`config.mk`:
```
export PLATFORM = sky130hd
export DESIGN_NAME = cmd_stream_encoder
export DESIGN_NICKNAME = d
export VERILOG_FILES = /design/src/rtl/cmd_stream_encoder.sv
export SDC_FILE = /design/constraint.sdc
export NUM_CORES = 1
export LEC_CHECK = 0
export ABC_AREA = 1
export CAP_MARGIN = 20
export CORE_MARGIN = 4
export CORE_UTILIZATION = 55
export DETAILED_ROUTE_END_ITERATION = 8
export DONT_BUFFER_PORTS = 1
export PLACE_DENSITY = 0.72
export SLEW_MARGIN = 20
export SYNTH_ARGS = -nofsm -noshare
export SYNTH_HDL_FRONTEND = slang
export SYNTH_SLANG_ARGS = --single-unit
export TNS_END_PERCENT = 5
```
`constraint.sdc`:
```
create_clock -name clk -period 2.4 [get_ports clk]
set_input_delay 0.36 -clock clk [delete_from_list [all_inputs] [get_ports clk]]
set_output_delay 0.36 -clock clk [all_outputs]
set_load 0.05 [all_outputs]
```
`src/rtl/cmd_stream_encoder.sv`:
```
`default_nettype none
// ============================================================================
// Module   : cmd_stream_encoder
// Purpose  : Host-side transmitter for the byte-serial register-write command
//            stream. Parallel (reg, value) write requests are buffered in a
//            small FIFO. Each request is sent as two bytes, one per clock:
//            the opcode byte {reg, OPCODE}, then the data byte. IDLE_BYTE is
//            driven whenever no command is in flight.
// Ports    : clk         - clock, all state updates on posedge
//            rst_n       - synchronous active-low reset
//            req_valid   - write request present
//            req_ready   - FIFO can accept a request (= !full, combinational)
//            req_reg     - destination register index
//            req_data    - value to write
//            cmd_byte    - serialized command bus (registered)
//            cmd_valid   - cmd_byte carries an opcode or data byte (registered)
//            busy        - FIFO non-empty or a command is in flight
//            fifo_level  - current FIFO occupancy
// Revision : 1.0 - initial release
// ============================================================================
module cmd_stream_encoder #(
  parameter int         FIFO_DEPTH = 4,
  parameter int         GAP_CYCLES = 0,
  parameter logic [3:0] OPCODE     = 4'b0001,
  parameter logic [7:0] IDLE_BYTE  = 8'h00
) (
  input  logic                          clk,
  input  logic                          rst_n,
  input  logic                          req_valid,
  output logic                          req_ready,
  input  logic [3:0]                    req_reg,
  input  logic [7:0]                    req_data,
  output logic [7:0]                    cmd_byte,
  output logic                          cmd_valid,
  output logic                          busy,
  output logic [$clog2(FIFO_DEPTH):0]   fifo_level
);

  localparam int           AW       = $clog2(FIFO_DEPTH);
  localparam logic [AW:0]  FULL_LVL = (AW+1)'(FIFO_DEPTH);
  localparam logic [3:0]   GAP_LOAD = 4'(GAP_CYCLES);

  typedef enum logic [1:0] {
    S_IDLE = 2'd0,
    S_OP   = 2'd1,
    S_DATA = 2'd2,
    S_GAP  = 2'd3
  } state_t;

  // FIFO storage: each entry is {reg[3:0], data[7:0]}
  logic [11:0]   mem [FIFO_DEPTH];
  logic [AW-1:0] wr_ptr;
  logic [AW-1:0] rd_ptr;
  logic          full;
  logic          empty;
  logic          push;
  logic          pop;
  logic [11:0]   head;

  state_t        state;
  logic [3:0]    gap_cnt;
  logic [7:0]    cur_data;   // data byte of the in-flight command

  assign full      = (fifo_level == FULL_LVL);
  assign empty     = (fifo_level == '0);
  assign req_ready = !full;
  assign push      = req_valid && req_ready;
  assign head      = mem[rd_ptr];
  assign busy      = !empty || (state != S_IDLE);

  // Pop decision mirrors the FSM transitions that start a new command.
  always_comb begin
    pop = 1'b0;
    case (state)
      S_IDLE:  pop = !empty;
      S_DATA:  pop = (GAP_CYCLES == 0) && !empty;
      S_GAP:   pop = (gap_cnt == 4'd1) && !empty;
      default: pop = 1'b0;
    endcase
  end

  // Storage carries no reset; gating the write on rst_n keeps requests
  // presented during reset from landing anywhere.
  always_ff @(posedge clk) begin
    if (rst_n && push) begin
      mem[wr_ptr] <= {req_reg, req_data};
    end
  end

  // Pointers are AW bits wide and wrap naturally; the extra level bit
  // separates full from empty.
  always_ff @(posedge clk) begin
    if (!rst_n) begin
      wr_ptr     <= '0;
      rd_ptr     <= '0;
      fifo_level <= '0;
    end else begin
      if (push) wr_ptr <= wr_ptr + 1'b1;
      if (pop)  rd_ptr <= rd_ptr + 1'b1;
      case ({push, pop})
        2'b10:   fifo_level <= fifo_level + 1'b1;
        2'b01:   fifo_level <= fifo_level - 1'b1;
        default: fifo_level <= fifo_level;
      endcase
    end
  end

  // Serializer. The state names what cmd_byte shows in the same cycle, so
  // each transition also loads the byte for the state being entered. On a
  // pop the opcode byte is built straight from the FIFO head and the data
  // byte is latched so later FIFO traffic cannot disturb the command.
  always_ff @(posedge clk) begin
    if (!rst_n) begin
      state     <= S_IDLE;
      gap_cnt   <= '0;
      cur_data  <= '0;
      cmd_byte  <= IDLE_BYTE;
      cmd_valid <= 1'b0;
    end else begin
      case (state)
        S_IDLE: begin
          if (pop) begin
            cur_data  <= head[7:0];
            cmd_byte  <= {head[11:8], OPCODE};
            cmd_valid <= 1'b1;
            state     <= S_OP;
          end else begin
            cmd_byte  <= IDLE_BYTE;
            cmd_valid <= 1'b0;
          end
        end
        S_OP: begin
          cmd_byte  <= cur_data;
          cmd_valid <= 1'b1;
          state     <= S_DATA;
        end
        S_DATA: begin
          if (GAP_CYCLES > 0) begin
            gap_cnt   <= GAP_LOAD;
            cmd_byte  <= IDLE_BYTE;
            cmd_valid <= 1'b0;
            state     <= S_GAP;
          end else if (pop) begin
            cur_data  <= head[7:0];
            cmd_byte  <= {head[11:8], OPCODE};
            cmd_valid <= 1'b1;
            state     <= S_OP;
          end else begin
            cmd_byte  <= IDLE_BYTE;
            cmd_valid <= 1'b0;
            state     <= S_IDLE;
          end
        end
        S_GAP: begin
          if (gap_cnt == 4'd1) begin
            if (pop) begin
              cur_data  <= head[7:0];
              cmd_byte  <= {head[11:8], OPCODE};
              cmd_valid <= 1'b1;
              state     <= S_OP;
            end else begin
              cmd_byte  <= IDLE_BYTE;
              cmd_valid <= 1'b0;
              state     <= S_IDLE;
            end
          end else begin
            gap_cnt   <= gap_cnt - 1'b1;
            cmd_byte  <= IDLE_BYTE;
            cmd_valid <= 1'b0;
          end
        end
        default: begin
          cmd_byte  <= IDLE_BYTE;
          cmd_valid <= 1'b0;
          state     <= S_IDLE;
        end
      endcase
    end
  end

endmodule
`default_nettype wire
```
==> impl_metrics.ini, run 1 <==
[logic_synthesis]
synthesis.nets = 340
synth_top_area_share = 0.442
syn_inst = 317
ys_warn_count = 0
syn_avg_cell_area_um2 = 10.3
yosysSeqAreaShare = 0.639
yosysUniqueCellTypes = 25
syn_area_mm2 = 0.00326
synth_top_area_cell = edfxtp_1
ys_seq_elements = 80
synthTopCellsByArea = edfxtp_1, dfxtp_1, nor2_1

[critical_path]
arrival_ps = 1740
worstSetupPathType = reg -> out
critPathRequiredTime_ps = 2040
reg2regPathDepth = 13
reg2reg_from = gap_cnt[1]
r2r_setup_slack_ps = 350
endpoint_kind = output pin
reg2reg_to = fifo_level[2]
crit_path_start_kind = flip-flop
path_max_fanout = 20

[clock_tree]
clk_pin_slew_worst_paths_ps = 90
cts-resized-gates = 0
clkLatencyLatePin_ps = 350
htreeDepth = 3
hold_buffers = 0
cts_setup_buffers = 0
cts_buffer_depth = 2
cts_tree = yes
clockRootBuffer = clkbuf_8
cts_inserted_buffers = 9
cts_sinks = 80

[timing]
period_needed_ps = 2100
grt_setup_unrepaired = no
fin_tns_setup_ps = 0
hold_violations = 0
finalCritPeriodShare = 0.876
slew_violations = 0
fmax_mhz = 476
setup_slack_ps = 297
finalClockSkew_ps = 9.70
setup_viol = 0
worst_slew_pin_slew_ps = 582
relSlewSlack = 0.611

[die]
coreArea_mm2 = 0.00564
die_area_mm2 = 0.00722
die_x_um = 85.0
start_util = 0.578
std_cell_rows = 27
die_height_um = 85.0
ios = 29

[place]
dp_hpwl_um = 3750
io_buffers = 0
dp.cells = 389
dp_slack_ps = 347
gp_congestion = 0.795

[route]
firstDrtPassIters = 4
first_iter_violations = 110
wl_per_cell_um = 14.1
wirelength_um = 5720
avgViaCountPerCell = 5.19
vias = 2100
drc = 0
ant_nets = 0

[hold_path]
holdPathStages = 0
min_to = mem[0][2]
min-delay-start = req_data[2]
hold_class = in -> reg

[grt]
grt_antenna_before_repair = 0
grt_pass1_vias = 1950
grt_util_met1 = 0.204
grt_start_max_net_pins = 22
grt_util_all_layers = 0.165
grt_pass1_wl_um = 9110
grt_use_met2 = 0.270
grt_most_used_layer = met2
grt.met3_usage = 0.0447
overflow = 0

[finish]
layout_common_cells = nor2_1, nand2_1, edfxtp_1
area_delta_synth_final_pct = 8.67
final_cells = 405
filler_cell_count = 442
final_common_cell = nor2_1
antenna_cells = 0
nets = 351
layout-drive-gt1-share = 0.141

[power_and_ir_drop]
vdd_drop_max_mv = 0.823
powerDensity_mw_per_mm2 = 1230
leakagePower_uw = 0.00138
p_total_uw = 4350

[outcome]
run_status = complete, no violations

[flow_run]
cap_viol_max_count = 0
-- state kept, by name (all words and copies together) (netlist names), named ones only --
register,cells
cmd_byte,8
cmd_valid,1
cur_data,8
fifo_level,3
gap_cnt,4
mem,48
rd_ptr,2
state,2
wr_ptr,2
-- cell type report --
cell class | instances | area, um2 | area share
Timing Repair Buffer | 11 | 82.6 | 0.0233
Inverter | 38 | 145 | 0.0410
Multi-Input combinational cell | 188 | 942 | 0.266
Clock inverter | 7 | 77.6 | 0.0219
Tap cell | 72 | 90.1 | 0.0254
Sequential cell | 80 | 2080 | 0.588
Clock buffer | 9 | 124 | 0.0350
-- stage by stage --
stage | utilization | hold WS (ps) | cell area (um2)
6_report | 0.628 | 93.9 | 3540
3_3_place_gp | 0.592 | 436 | 3340
5_1_grt | 0.628 | 70.7 | 3540
2_1_floorplan | - | 424 | 3270
3_5_place_dp | 0.592 | 439 | 3340
4_1_cts | 0.628 | 84.4 | 3540
-- cell families (layout without fill, tap and decap cells) --
logic type	count (synthesis)	after routing	synth area share
AO/OA/AOI/OAI	54	54	0.0860
XOR/XNOR	1	1	0.00269
adder cells (fa/ha/maj)	8	8	0.0330
buffers and inverters	49	65	0.0741
flip-flops	80	80	0.639
AND/OR/NAND/NOR	125	125	0.166
-- power by group --
part	internal (uW)	total, uW	switching [uW]
clock	490	1000	510
sequential	1670	1950	286
combinational	444	1390	947
-- critical path: stages (launching register included) --
cell and delay, ps:
dfxtp_1 330, inv_1 90, ha_1 180, nand3_2 100
nand2_4 110, nand3_4 230, nand3_1 150, buf_4 210
-- how the worst max path moves through the flow --
stage / startpoint / slack [ps] / endpoint
CTS: gap_cnt[1] / 280 / busy
detailed placement: gap_cnt[1] / 350 / fifo_level[2]
floorplan: fifo_level[2] / 100 / fifo_level[2]
global route: gap_cnt[1] / 130 / fifo_level[2]
finish: gap_cnt[1] / 300 / busy
global placement: gap_cnt[1] / 450 / fifo_level[2]
-- synth_stat cells --
library cell / count
fa_1: 1
a21oi_1: 17
o21ai_0: 25
nor3_1: 3
ha_1: 7
inv_4: 1
edfxtp_1: 48
xor2_1: 1
buf_2: 2
nand3_4: 1
inv_2: 5
nor2_2: 1
nand3_1: 7
buf_4: 4
o22ai_1: 8
nand2_4: 1
nand3_2: 2
nand2_2: 8
inv_1: 32
nand2_1: 49
o21ai_1: 4
buf_6: 5
dfxtp_1: 32
nor2_1: 52
nand4_1: 1
-- routing by layer --
metal | up-vias | part of all wire
li1 | 1063 | -
met5 | - | 0
met2 | 66 | 0.47
met3 | 9 | 0.064
met1 | 962 | 0.45
met4 | 0 | 0.017
No activity file was read; power rests on OpenSTA's default activity.
==> run 2, diff against run 1 <==
==> constraint.sdc (replaced) <==
create_clock -name clk -period 2.12 [get_ports clk]
set_input_delay 0.318 -clock clk [delete_from_list [all_inputs] [get_ports clk]]
set_output_delay 0.318 -clock clk [all_outputs]
set_load 0.05 [all_outputs]
==> run 2 against run 1 <==
  * Critical path depth rose by 5
  * Clock power grew 13%
  * Sequential share of layout area is 0.73 points lower
  * Worst hold slack worse by 35 ps
  * Wire length is 3.9% lower
  * Critical endpoint is now fifo_level[1]
  * Count of clock-buffer cells in the layout unchanged
  * Final cell count grew 0.49%
  * First-iteration DRC count decreased by 17%
==> impl_metrics.ini, run 2 (synthesis gave the netlist of run 1 again) <==
[critical_path]
path_max_fanout = 4
critPathRequiredTime_ps = 2350
arrival_ps = 2200
reg2regPathDepth = 12
worstSetupPathType = reg -> reg
reg2reg_from = gap_cnt[1]
r2r_setup_slack_ps = 150
reg2reg_to = fifo_level[1]
endpoint_kind = flip-flop
crit_path_start_kind = flip-flop

[finish]
layout-drive-gt1-share = 0.182
largestRegisters = mem x48, cmd_byte x8, cur_data x8
filler_cell_count = 442
antenna_cells = 0
largest_register_ffs = 48
fin_area_mm2 = 0.00360
area_delta_synth_final_pct = 10.4
nets = 353
final_cells = 407
regMostFlops = mem
final_common_cell = nor2_1
layout_common_cells = nor2_1, nand2_1, edfxtp_1

[route]
ant_nets = 0
first_iter_violations = 91
wl_per_cell_um = 13.5
vias = 2080
firstDrtPassIters = 4
drc = 0
wirelength_um = 5490
avgViaCountPerCell = 5.11

[clock_tree]
clockRootBuffer = clkbuf_8
cts_buffer_depth = 2
htreeDepth = 3
cts_sinks = 80
clk_pin_slew_worst_paths_ps = 90
cts_inserted_buffers = 9
clkLatencyLatePin_ps = 350
cts_tree = yes

[hold_path]
min-delay-start = req_data[6]
hold_class = in -> reg
min_to = mem[0][6]
holdPathStages = 0

[grt]
grt_pass1_vias = 1888
grt_antenna_before_repair = 0
grt_pass1_wl_um = 9140
grt_start_max_net_pins = 22
grt_util_all_layers = 0.164
overflow = 0
grt_util_met1 = 0.222
grt.met3_usage = 0.0495
grt_use_met2 = 0.248
grt_most_used_layer = met2

[die]
die_x_um = 85.0
std_cell_rows = 27
die_area_mm2 = 0.00722
ios = 29
start_util = 0.578
die_height_um = 85.0
coreArea_mm2 = 0.00564

[timing]
fmax_mhz = 507
finalCritPeriodShare = 0.930
slew_violations = 0
worst_slew_pin_slew_ps = 474
hold_violations = 0
setup_viol = 0
fin_tns_setup_ps = 0
finalClockSkew_ps = 4.83
period_needed_ps = 1970
relSlewSlack = 0.684

[place]
place_area_mm2 = 0.00336
dp.cells = 390
io_buffers = 0
dp_hpwl_um = 3570
gp_congestion = 0.777

[power_and_ir_drop]
leakagePower_uw = 0.00140
powerDensity_mw_per_mm2 = 1390
p_total_uw = 4990
vdd_drop_max_mv = 1.02

[outcome]
run_status = complete, no violations

[flow_run]
cap_viol_max_count = 0
==> run 2: worst max-delay path by stage <==
stage | start | to
6_report | gap_cnt[1] | fifo_level[1]
4_1_cts | gap_cnt[1] | busy
3_3_place_gp | gap_cnt[1] | fifo_level[2]
5_1_grt | gap_cnt[1] | fifo_level[2]
2_1_floorplan | fifo_level[1] | fifo_level[2]
3_5_place_dp | gap_cnt[1] | fifo_level[2]
==> run 2: repair_timing <==
item | CTS | global route
hold buffers | 0 | 0
setup buffers | 0 | 1
resized for setup | 0 | 11
setup endpoints to repair | 0 | 2
==> run 2: layout make-up <==
| class | count | area [um2] | share of cell area |
|---|---|---|---|
| Sequential cell | 80 | 2090 | 0.580 |
| Inverter | 38 | 145 | 0.0403 |
| Tap cell | 72 | 90.1 | 0.0250 |
| Timing Repair Buffer | 13 | 97.6 | 0.0271 |
| Clock buffer | 9 | 124 | 0.0344 |
| Multi-Input combinational cell | 188 | 975 | 0.271 |
| Clock inverter | 7 | 78.8 | 0.0219 |
==> run 2: power breakdown <==
| part | switching, uW | total, uW | internal [uW] |
|---|---|---|---|
| sequential | 293 | 2190 | 1890 |
| clock | 575 | 1130 | 558 |
| combinational | 1120 | 1670 | 555 |
| total | 1980 | 4990 | 3010 |
==> run 2: metrics by stage <==
| step | hold slack (ps) | util | setup WS [ps] |
|---|---|---|---|
| floorplan | 417 | - | 100 |
| global placement | 417 | 0.596 | 167 |
| detailed placement | 417 | 0.596 | 107 |
| CTS | 43.4 | 0.632 | 75.4 |
| global route | 22.1 | 0.638 | -7.39 |
| finish | 58.6 | 0.638 | 148 |
==> run 2: critical path, stage by stage, from the launching register on <==
cell and delay, ps:
dfxtp_2 340, inv_2 70, ha_4 130, nand2_1 50
nor2_1 70, nand3_1 90, nand2_2 110, ha_2 180
inv_2 60, fa_2 550, nor2_1 40, a21oi_1 110
nor2_1 50
==> run 2: routing by layer <==
layer | part of all wire | wire length [um]
met4 | 0.0069 | 38
met2 | 0.47 | 2600
met5 | 0 | 0
met1 | 0.47 | 2570
met3 | 0.050 | 276
